## config.mk

```make
export PLATFORM = sky130hd
export DESIGN_NAME = cordic_out_buf
export DESIGN_NICKNAME = d
export VERILOG_FILES = /design/src/rtl/cordic_pkg.sv /design/src/rtl/cordic_sdp_ram.sv /design/src/rtl/cordic_out_buf.sv
export SDC_FILE = /design/constraint.sdc
export NUM_CORES = 2
export LEC_CHECK = 0
export CAP_MARGIN = 20
export CORE_ASPECT_RATIO = 1.5
export CORE_MARGIN = 2
export CORE_UTILIZATION = 50
export CTS_CLUSTER_SIZE = 12
export DETAILED_ROUTE_END_ITERATION = 10
export PLACE_DENSITY_LB_ADDON = 0.3
export SYNTH_ARGS = -nofsm -noshare
export SYNTH_HDL_FRONTEND = slang
export SYNTH_SLANG_ARGS = --single-unit
```

## constraint.sdc

```tcl
create_clock -name clk -period 6.12 [get_ports clk]
set_input_delay 1.224 -clock clk [delete_from_list [all_inputs] [get_ports clk]]
set_output_delay 1.224 -clock clk [all_outputs]
set_load 0.005 [all_outputs]
```

## src/rtl/cordic_pkg.sv

```systemverilog
// Shared CORDIC types: Q16.16 data width and the two-word result beat.
// Used by cordic_ip and its output buffer so both agree on beat layout.
package cordic_pkg;

    localparam int CORDIC_DW   = 32;
    localparam int CORDIC_FRAC = 16;

    typedef struct packed {
        logic signed [CORDIC_DW-1:0] result1;
        logic signed [CORDIC_DW-1:0] result2;
    } cordic_res_t;

endpackage

```

## src/rtl/cordic_sdp_ram.sv

```systemverilog
// Simple dual-port storage for cordic_out_buf: one write port, one read port.
// Latency: read data registered, valid one edge after raddr; no backpressure.
// Array itself is never reset; only the read register clears on rst_n.
module cordic_sdp_ram
    import cordic_pkg::*;
#(
    parameter int AW = 5
) (
    input  logic              clk,
    input  logic              rst_n,
    input  logic              we,
    input  logic [AW-1:0]     waddr,
    input  cordic_res_t       wdata,
    input  logic [AW-1:0]     raddr,
    output cordic_res_t       rdata
);

    localparam int DEPTH = 1 << AW;

    cordic_res_t mem [DEPTH];

    always_ff @(posedge clk) begin
        if (we) begin
            mem[waddr] <= wdata;
        end
    end

    always_ff @(posedge clk or negedge rst_n) begin
        if (!rst_n) begin
            rdata <= '0;
        end else begin
            rdata <= mem[raddr];
        end
    end

endmodule

```

## src/rtl/cordic_out_buf.sv

```systemverilog
// First-word-fall-through result buffer behind the CORDIC pipeline.
// Latency: a beat written into an empty buffer is at the head one edge later.
// Backpressure: almost_full leaves PIPELINE slots of slack; a beat arriving at
// full without a pop is dropped and flags ovf. CORDIC_OUT_BUF_DROP_CNT_EN adds drop_cnt.
module cordic_out_buf
    import cordic_pkg::*;
#(
    parameter int DEPTH    = 32,
    parameter int PIPELINE = 16
) (
    input  logic                        clk,
    input  logic                        rst_n,
    input  logic                        post_valid,
    input  logic signed [CORDIC_DW-1:0] result1,
    input  logic signed [CORDIC_DW-1:0] result2,
    input  logic                        clr,
    output logic                        m_valid,
    input  logic                        m_ready,
    output logic signed [CORDIC_DW-1:0] m_result1,
    output logic signed [CORDIC_DW-1:0] m_result2,
    output logic [$clog2(DEPTH):0]      level,
    output logic                        almost_full,
    output logic                        ovf
`ifdef CORDIC_OUT_BUF_DROP_CNT_EN
    ,
    output logic [15:0]                 drop_cnt
`endif
);

    localparam int AW = $clog2(DEPTH);
    localparam logic [AW:0] AF_THR  = (AW+1)'(DEPTH - PIPELINE);
    localparam logic [AW:0] PTR_ONE = (AW+1)'(1);

    logic [AW:0]   wr_ptr;
    logic [AW:0]   rd_ptr;
    logic [AW:0]   rd_ptr_nxt;
    logic [AW:0]   level_q;
    logic [AW-1:0] raddr;
    logic          ovf_q;
    logic          fwd_q;
    logic          empty;
    logic          full;
    logic          pop;
    logic          push_req;
    logic          push_ok;
    logic          drop;
    cordic_res_t   wdata;
    cordic_res_t   byp_q;
    cordic_res_t   ram_q;

    assign empty = (wr_ptr == rd_ptr);
    assign full  = (wr_ptr[AW] != rd_ptr[AW]) && (wr_ptr[AW-1:0] == rd_ptr[AW-1:0]);

    assign pop      = !empty && m_ready && !clr;
    assign push_req = post_valid && !clr;
    assign push_ok  = push_req && (!full || pop);
    assign drop     = push_req && full && !pop;

    // RAM is read one entry ahead so the next head is already registered when a pop lands.
    assign rd_ptr_nxt = pop ? rd_ptr + PTR_ONE : rd_ptr;
    assign raddr      = rd_ptr_nxt[AW-1:0];

    always_comb begin
        wdata         = '0;
        wdata.result1 = result1;
        wdata.result2 = result2;
    end

    cordic_sdp_ram #(
        .AW (AW)
    ) u_ram (
        .clk   (clk),
        .rst_n (rst_n),
        .we    (push_ok),
        .waddr (wr_ptr[AW-1:0]),
        .wdata (wdata),
        .raddr (raddr),
        .rdata (ram_q)
    );

    always_ff @(posedge clk or negedge rst_n) begin
        if (!rst_n) begin
            wr_ptr  <= '0;
            rd_ptr  <= '0;
            level_q <= '0;
            ovf_q   <= 1'b0;
            fwd_q   <= 1'b0;
            byp_q   <= '0;
        end else if (clr) begin
            wr_ptr  <= '0;
            rd_ptr  <= '0;
            level_q <= '0;
            ovf_q   <= 1'b0;
            fwd_q   <= 1'b0;
        end else begin
            if (push_ok) begin
                wr_ptr <= wr_ptr + PTR_ONE;
                byp_q  <= wdata;
            end
            rd_ptr <= rd_ptr_nxt;
            // Written word becomes the head this edge: RAM read returns stale data, use the copy.
            fwd_q  <= push_ok && (wr_ptr[AW-1:0] == raddr);
            if (push_ok && !pop) begin
                level_q <= level_q + PTR_ONE;
            end else if (!push_ok && pop) begin
                level_q <= level_q - PTR_ONE;
            end
            if (drop) begin
                ovf_q <= 1'b1;
            end
        end
    end

    assign m_valid     = !empty;
    assign m_result1   = fwd_q ? byp_q.result1 : ram_q.result1;
    assign m_result2   = fwd_q ? byp_q.result2 : ram_q.result2;
    assign level       = level_q;
    assign almost_full = (level_q >= AF_THR);
    assign ovf         = ovf_q;

`ifdef CORDIC_OUT_BUF_DROP_CNT_EN
    logic [15:0] drop_cnt_q;

    always_ff @(posedge clk or negedge rst_n) begin
        if (!rst_n) begin
            drop_cnt_q <= '0;
        end else if (clr) begin
            drop_cnt_q <= '0;
        end else if (drop && (drop_cnt_q != 16'hFFFF)) begin
            drop_cnt_q <= drop_cnt_q + 16'd1;
        end
    end

    assign drop_cnt = drop_cnt_q;
`endif

endmodule

```

==> flow_summary_export.csv <==
group,metric,value,unit
run_status,outcome,"complete, no violations",
worst_setup_path,path_cells,"xor2_1, or3_1, o21ai_1, a211oi_1, o211ai_4, buf_4, o22ai_1, nor4_1",
clock_network,numClockSinks,2196,
grt,grt.busiest_layer,"met2",
clock_network,clk_latency,0.82,ns
route,drc,0,
grt,grt_max_degree,88,
timing,rsz0062_at_grt,"false",
clock_network,postCtsSetupRepairBufs,0,
worst_setup_path,cp_slowest_cell,"o211ai_4",
placed_design,io_buffer_count,141,
power,internal_power,25180,µW
timing,tightest_slew,1.100,ns
synth,synthMostInstantiatedCell,"edfxtp_1",
grt,grt_pass1_vias,40910,
grt,globalRouteOverflowTotal,0,
synth,synthTopCellsByArea,"edfxtp_1 75%, mux4_2 14%, dfrtp_1 4.5%, o22ai_1 1.9%, nand2_1 0.95%",
worst_setup_path,cp_top_family,"compound AO/OA/AOI/OAI gates",
synth,yosys.area.top_type,"edfxtp_1",
flow_run,cap_violations,0,
synth,async_flop_share,6.740,%
worst_setup_path,cp_data_required_time,6.80,ns
floorplanning,die_height,501.2,µm
floorplanning,die_w,335.4,µm
timing,finClkSkew,0.02127,ns
floorplanning,rows,182,
route,ant_nets,0,
power,p_sw_share,22.35,%
grt,grt_pass1_wl,288.4,mm
clock_network,cts_tree,"built",
power,p_comb_share,12.2,%
synth,seq_area_frac_synth,79.14,%
floorplanning,start_util,50.32,%
worst_setup_path,crit_buf_inv,1,
timing,fmax,224.8,MHz
layout,fin_nets,4082,
synth,syn_nets,3745,
worst_setup_path,max_stage_delay,0.84,ns
synth,ys_warn_count,0,
worst_setup_path,endpoint_kind,"flop",
power,power_switching,7250,µW
placed_design,routabilityCongestion,0.7807,
worst_setup_path,cp_max_fo,18,
floorplanning,coreArea,163700,µm²
synth,synth_seq_cells,2196,
timing,maxSlewHeadroom,26.41,%
synth,synth_cell_type_count,53,
worst_setup_path,critPathKind,"flop to flop",
timing,slew_violations,0,
clock_network,ctsHoldBuffers,0,
route,first_pass_iters,5,
clock_network,cts_buffers,202,
grt,gr-usage-met3,3.543,%
clock_network,clockRootBuffer,"clkbuf_16",
route,initialDrtViolationCount,4209,
timing,tns,0,ns
power,power_leakage,0.03053,µW
synth,synth_ff_type,"edfxtp_1",
worst_setup_path,cp.arrival,5.13,ns
layout,nFillCells,11550,
timing,period_minus_slack,4.448,ns
synth,synth_common_cells,"2048 x edfxtp_1, 512 x mux4_2, 256 x o22ai_1",
placed_design,hpwl,106.8,mm
power,p_clk_share,35.9,%
grt,grt_antenna_before_repair,5,
synth,synth_cells,3666,
worst_setup_path,worstSetupStartpointType,"flop",
synth,synth_edf_count,2048,
grt,globalRouteTotalUtil,23.89,%
power,ir_drop,0.0003029,V
route,vias_per_cell,6.278,
timing,finalHoldViolCount,0,
timing,finalCritPeriodShare,72.68,%
floorplanning,ios,142,
grt,grt.met1_usage,31.67,%
synth,netlist_area,82390,µm²
min_path,hold_path.class,"primary input to async pin",
timing,setup_viol,0,
route,routed_wl,198.3,mm
power,pwr-share-seq,51.9,%
grt,grt.met2_usage,41.46,%
clock_network,ctsHtreeMaxLevel,4,
floorplanning,die_area,168100,µm²
synth,avgSynthCellArea,22.47,µm²
clock_network,cts_resized,0,
clock_network,clock_path_buffers,3,
power,power.density,343.2,nW/µm²
route,wl_per_cell,31.52,µm
layout,syn_to_final_growth,14.69,%
route,num_vias,39490,
clock_network,cts.clk_slew.worst_paths,0.06,ns
synth,synth_top_cell_area_share,74.65,%
layout,drive_gt1_share,24.92,%
layout,instances_no_fill,6290,
placed_design,post-place-cells,5869,
## logic make-up after synthesis
family                   Yosys count  synth area share, %
flip-flops                      2196                79.14
multiplexers                     577                14.88
AND/OR/NAND/NOR                  356                1.979
AO/OA/AOI/OAI                    296                2.324
buffers and inverters            206                1.191
XOR/XNOR                          25               0.3205
adder cells (fa/ha/maj)           10               0.1610
## per-stage QoR
stage / hold slack, ns / total power [µW] / utilization (%) / cell area (µm²) / setup slack, ns
final: 0.3895 / 32430 / 57.71 / 94490 / 1.672
after detailed placement: 0.4582 / 21090 / 53.37 / 87390 / 1.132
after floorplan: 0.4401 / 19760 / - / 82390 / 0.6876
after global routing: 0.4205 / 33470 / 57.71 / 94490 / 1.482
after CTS: 0.4455 / 32640 / 57.02 / 93360 / 1.747
after global placement: 0.4526 / 21050 / 53.30 / 87270 / 1.227
## power groups by stage
stage	combinational [µW]	clock, µW	sequential, µW
after CTS	3970	11800	16800
after floorplan	2730	0	17000
after global placement	3910	0	17100
after global routing	4280	12400	16800
after detailed placement	3950	0	17100
final	3960	11700	16800
## layout by cell type, fill, tap and decap left out, types with 3 or more instances in the layout
| cell | count |
|---|---|
| inv_6 | 3 |
| inv_16 | 5 |
| a21o_1 | 3 |
| o22ai_1 | 256 |
| buf_12 | 36 |
| nor4_2 | 8 |
| mux4_2 | 512 |
| nor2_4 | 32 |
| buf_8 | 10 |
| inv_1 | 12 |
| buf_4 | 98 |
| nor3_1 | 4 |
| buf_16 | 27 |
| o211ai_1 | 3 |
| dfrtp_1 | 147 |
| clkdlybuf4s50_1 | 140 |
| clkbuf_16 | 220 |
| o31ai_1 | 6 |
| a211oi_1 | 4 |
| nand3_1 | 5 |
| clkinv_8 | 3 |
| nand3b_1 | 3 |
| clkbuf_1 | 153 |
| clkbuf_8 | 3 |
| mux2_2 | 64 |
| nand4_1 | 4 |
| xor2_1 | 9 |
| nor2_1 | 20 |
| ha_1 | 9 |
| xnor2_1 | 13 |
| or3_1 | 4 |
| a21oi_1 | 5 |
| nor4_1 | 58 |
| nand2_1 | 209 |
| edfxtp_1 | 2048 |
## final timing paths
check                                           start  slack (ns)                  endpoint  depth (start not counted)
worst max-delay path            wr_ptr[3]$_DFFE_PN0P_        1.67  u_ram.rdata[3]$_DFF_PN0_                          8
worst min-delay path                            rst_n        0.39  u_ram.rdata[1]$_DFF_PN0_                          1
worst max register to register  wr_ptr[3]$_DFFE_PN0P_        1.67  u_ram.rdata[3]$_DFF_PN0_                          8
worst min register to register  byp_q[43]$_DFFE_PN0P_        0.47     byp_q[43]$_DFFE_PN0P_                          2
max in group asynchronous                       rst_n        4.56           fwd_q$_DFF_PN0_                          2
min in group clk                byp_q[43]$_DFFE_PN0P_        0.47     byp_q[43]$_DFFE_PN0P_                          2
## registers in the layout (all words and copies together) (netlist names)
name and count:
byp_q 64, fwd_q 1, level 6, ovf 1, rd_ptr 6, u_ram.mem 2048, u_ram.rdata 64, wr_ptr 6
## layout make-up
class                      count  area [µm²]  share of cell area (%)
antenna                        1       2.502                0.002648
clock buffer                 361        5757                   6.093
clock inverter                13       210.2                  0.2225
inverter                      12       45.04                 0.04767
multi-input combinational   1264       16500                   17.46
sequential                  2196       65210                   69.01
tap                         2116        2648                   2.802
timing repair buffer         327        4120                   4.360
## per-layer routing
| metal | vias to the layer above | part of all wire [%] |
|---|---|---|
| met1 | 21360 | 38 |
| met3 | 297 | 6.8 |
| li1 | 16150 | - |
| met2 | 1681 | 52 |
| met4 | 0 | 2.5 |
| met5 | - | 0 |
Power figures use the tool's default switching activity.
